===== config.mk =====
export PLATFORM = sky130hd
export DESIGN_NAME = serial_add_ctrl
export DESIGN_NICKNAME = d
export VERILOG_FILES = /design/src/rtl/serial_add_pkg.sv /design/src/rtl/full_adder_cell.sv /design/src/rtl/serial_add_ctrl.sv
export SDC_FILE = /design/constraint.sdc
export NUM_CORES = 1
export LEC_CHECK = 0
export ABC_AREA = 1
export CAP_MARGIN = 10
export CORE_ASPECT_RATIO = 0.7
export CORE_MARGIN = 8
export CORE_UTILIZATION = 30
export CTS_CLUSTER_DIAMETER = 100
export DETAILED_ROUTE_END_ITERATION = 12
export GPL_TIMING_DRIVEN = 0
export PLACE_DENSITY = 0.6
export SYNTH_ARGS = -nofsm -noshare
export SYNTH_HDL_FRONTEND = slang
export SYNTH_SLANG_ARGS = --single-unit

===== constraint.sdc =====
create_clock -name clk -period 1.1 [get_ports clk]
set_input_delay 0.165 -clock clk [delete_from_list [all_inputs] [get_ports clk]]
set_output_delay 0.165 -clock clk [all_outputs]
set_load 0.01 [all_outputs]

===== src/rtl/serial_add_pkg.sv =====
// Shared types and constants for the bit-serial adder controller.
package serial_add_pkg;

  localparam int unsigned DEF_WIDTH = 8;

  typedef enum logic [1:0] {
    IDLE = 2'd0,
    CALC = 2'd1,
    DONE = 2'd2
  } state_e;

endpackage : serial_add_pkg


===== src/rtl/full_adder_cell.sv =====
// One-bit full adder used once per cycle by the serial adder.
module full_adder_cell (
  input  logic x,
  input  logic y,
  input  logic ci,
  output logic s,
  output logic co
);

  assign s  = x ^ y ^ ci;
  assign co = (x & y) | (ci & (x ^ y));

endmodule : full_adder_cell


===== src/rtl/serial_add_ctrl.sv =====
// Bit-serial a+b+cin, LSB first, one full-adder step per cycle.
// Result and carry-out only update when the last bit has been processed.
module serial_add_ctrl
  import serial_add_pkg::*;
#(
  parameter int unsigned WIDTH = DEF_WIDTH
) (
  input  logic             clk,
  input  logic             rst,
  input  logic             start,
  input  logic [WIDTH-1:0] a,
  input  logic [WIDTH-1:0] b,
  input  logic             cin,
  output logic             busy,
  output logic             done,
  output logic [WIDTH-1:0] sum,
  output logic             cout
);

  localparam int unsigned CW = $clog2(WIDTH);

  state_e           state_q, state_d;
  logic [WIDTH-1:0] a_q, a_d;
  logic [WIDTH-1:0] b_q, b_d;
  logic [WIDTH-1:0] res_q, res_d;
  logic             carry_q, carry_d;
  logic [CW-1:0]    cnt_q, cnt_d;
  logic [WIDTH-1:0] sum_q, sum_d;
  logic             cout_q, cout_d;
  logic             busy_q, busy_d;
  logic             done_q, done_d;

  logic             fa_s;
  logic             fa_co;

  full_adder_cell u_fa (
    .x  (a_q[0]),
    .y  (b_q[0]),
    .ci (carry_q),
    .s  (fa_s),
    .co (fa_co)
  );

  // State register; reset aborts any in-flight addition.
  always_ff @(posedge clk) begin
    if (!rst) begin
      state_q <= IDLE;
      a_q     <= '0;
      b_q     <= '0;
      res_q   <= '0;
      carry_q <= 1'b0;
      cnt_q   <= '0;
      sum_q   <= '0;
      cout_q  <= 1'b0;
      busy_q  <= 1'b0;
      done_q  <= 1'b0;
    end else begin
      state_q <= state_d;
      a_q     <= a_d;
      b_q     <= b_d;
      res_q   <= res_d;
      carry_q <= carry_d;
      cnt_q   <= cnt_d;
      sum_q   <= sum_d;
      cout_q  <= cout_d;
      busy_q  <= busy_d;
      done_q  <= done_d;
    end
  end

  // Next-state and datapath; DONE accepts a new start just like IDLE.
  always_comb begin
    state_d = state_q;
    a_d     = a_q;
    b_d     = b_q;
    res_d   = res_q;
    carry_d = carry_q;
    cnt_d   = cnt_q;
    sum_d   = sum_q;
    cout_d  = cout_q;

    case (state_q)
      IDLE, DONE: begin
        state_d = IDLE;
        if (start) begin
          a_d     = a;
          b_d     = b;
          carry_d = cin;
          cnt_d   = '0;
          state_d = CALC;
        end
      end
      CALC: begin
        res_d   = {fa_s, res_q[WIDTH-1:1]};
        carry_d = fa_co;
        a_d     = a_q >> 1;
        b_d     = b_q >> 1;
        cnt_d   = cnt_q + CW'(1);
        if (cnt_q == CW'(WIDTH - 1)) begin
          sum_d   = {fa_s, res_q[WIDTH-1:1]};
          cout_d  = fa_co;
          cnt_d   = '0;
          state_d = DONE;
        end
      end
      default: state_d = IDLE;
    endcase

    busy_d = (state_d == CALC);
    done_d = (state_d == DONE);
  end

  assign busy = busy_q;
  assign done = done_q;
  assign sum  = sum_q;
  assign cout = cout_q;

endmodule : serial_add_ctrl


==> out/results.ini <==
[run_status]
status=complete, but fails checks
violations=negative setup slack

[global_routing]
grt_pass1_vias=1700
grt_pass1_wl_mm=8.09
grt_usage_pct=11.6
antenna_found_initial=0
overflow=0
grt_max_degree=14

[floorplan]
start_util_pct=31.2
rows=23
die_h_um=80.8
coreArea_mm2=0.00576
fp.dieW_um=109
io_pins=31
dieArea_mm2=0.00877

[detailed_routing]
drt-initial-drc-count=82
num_vias=1665
firstDrtPassIters=4
drc=0
via_per_inst=4.38
routed_wirelength_mm=4.74
ant_nets=0
wl_per_cell_um=12.5

[critical_path]
reg2reg_to=cnt_q[0]
worstSetupPathType=register to register
crit_path_end_kind=register
r2r_start=cnt_q[0]
startpoint_type=register
path_max_fanout=6
required_ns=1.32
ff2ff_path_depth=6
reg2reg_slack_ns=-0.08
worst_ep_arrival_time_ns=1.40

[placement]
port_buffers=29
post-place-ws_ns=-0.225
placed_area_mm2=0.00220
gp_congestion=0.790
place_hpwl_mm=3.08

[sta]
max_slew.worst_pin.slew_ns=0.541
max_freq_mhz=850
rsz0062_at_grt=true
post-route-period-util_pct=107
maxSlewViolCount=0
skew_ns=0.00723
fin_ws_ns=-0.0761
timing.slew.headroom_pct=63.9
setup_viol=10
fin_crit_ns=1.18
hold_viol=0

[cts]
cts-root-buf=clkbuf_8
cts_htree_levels=2
cts_made_buffers=5
cts.sinks=40
clkSlewWorstSetupHoldPaths_ns=0.08
postCtsHoldBufs=0
cts.path.max_buffers=2
clk_latency_ns=0.29
cts_tree=done

[hold_path]
min_from=rst
worstHoldPathCells=3
hold_path.class=primary input to register
hold_end=state_q[1]

[yosys]
avgSynthCellArea_um2=7.05
ys_ff_latch=40
syn_inst=255
syn-num-nets=278
syn_area_mm2=0.00180
yosysUniqueCellTypes=19
seq_area_frac_synth_pct=44.5
synth_warnings=0

[pwr]
p_leak_uw=0.00118
powerDensity_mw_per_mm2=1320
ir_drop_mv=0.477

[layout]
final_cell_area_mm2=0.00261
multiInputGateArea_um2=871
num-fill-cells=588
diodes=0
register_area_um2=812
nNetsFinal=327
area_growth_pct=45.3
postLayoutCoreUtil_pct=45.4
drive_above_1_share_pct=23.3

[run]
max_cap_viol_count=0

per-layer routing:
layer  vias to the layer above  part of all wire, %  track usage, %
met5                         -                    0               0
met4                         0                 0.84            3.67
met3                         4                  5.2            4.03
met2                        22                   43            17.2
met1                       749                   51            15.6
li1                        890                    -               -
repair_timing:
action	in CTS	in global routing
pin swaps	15	13
gates resized for setup	39	41
gates cloned	1	1
buffers inserted	9	5
endpoints found under the setup margin	50	47
flip-flops by register name, indices dropped and copies added, names as in the netlist:
signal,cells
a_q,8
b_q,8
sum,8
res_q,7
cnt_q,3
state_q,2
busy,1
carry_q,1
cout,1
done,1
placed cells by master, fill, tap and decap left out, types with 4 or more instances in the layout:
cell type,Yosys,routed
a21oi_2,0,6
buf_4,2,7
inv_1,39,37
nor2_2,0,4
nand2_1,43,40
buf_6,4,13
nand3_2,0,4
dlygate4sd2_1,0,4
clkdlybuf4s50_1,0,18
o21ai_1,3,7
dfxtp_1,40,35
a21oi_1,16,10
clkdlybuf4s15_1,0,4
nor2_1,39,35
nand3_1,42,36
clkbuf_8,0,5
logic make-up after synthesis:
group	synth area share [%]
and+or+nand+nor	31.4
buffers and inverters	14.3
DFF	44.5
AOI/OAI and AO/OA	7.24
adders and majority gates	2.51
cells in the mapped netlist:
cell / count / area (um^2)
nand2_1: 43 / 161
nand3_1: 42 / 210
dfxtp_1: 40 / 801
inv_1: 39 / 146
nor2_1: 39 / 146
a21oi_1: 16 / 80.1
buf_2: 8 / 40.0
o21ai_0: 7 / 35.0
buf_6: 4 / 45.0
nand3b_1: 3 / 22.5
o21ai_1: 3 / 15.0
buf_4: 2 / 15.0
ha_1: 2 / 25.0
nand2_2: 2 / 12.5
buf_1: 1 / 3.75
clkbuf_1: 1 / 3.75
fa_1: 1 / 20.0
inv_2: 1 / 3.75
nor2_4: 1 / 11.3
power by group:
group	total, uW	switching (uW)	internal [uW]
Combinational	661	338	323
Sequential	1590	49.1	1540
Clock	1200	531	672
area by class of cell:
type / count / area share (%)
Tap cell: 75 / 3.59
Buffer: 13 / 4.55
Inverter: 40 / 5.94
Clock inverter: 3 / 1.63
Timing Repair Buffer: 45 / 17.2
Sequential cell: 40 / 31.1
Multi-Input combinational cell: 159 / 33.3
Clock buffer: 5 / 2.63
per-stage QoR:
stage	cells	TNS, ns	power (uW)	hold slack, ns
CTS	375	-0.330	3410	0.249
detailed placement	359	-4.68	2140	0.458
global route	380	-0.977	3640	0.263
global placement	359	-4.58	2130	0.454
finish	380	-0.345	3450	0.250
floorplan	255	-0.00268	1970	0.300
critical path, cell delays in order (launching register included):
cell,delay [ns]
dfxtp_2,0.34
ha_4,0.16
ha_4,0.20
buf_6,0.15
nor2_2,0.07
nand2_1,0.06
a21oi_1,0.13
how the worst max path moves through the flow:
| stage | cells past startpoint | endpoint | start | slack (ns) |
|---|---|---|---|---|
| after floorplan | 7 | carry_q | a_q[0] | -0.003 |
| after global placement | 6 | carry_q | start | -0.23 |
| after detailed placement | 6 | a_q[6] | start | -0.23 |
| after CTS | 3 | res_q[7] | a_q[0] | -0.07 |
| after global routing | 6 | cnt_q[0] | cnt_q[0] | -0.13 |
| final | 6 | cnt_q[0] | cnt_q[0] | -0.08 |
(Power assumes the default switching activity.)
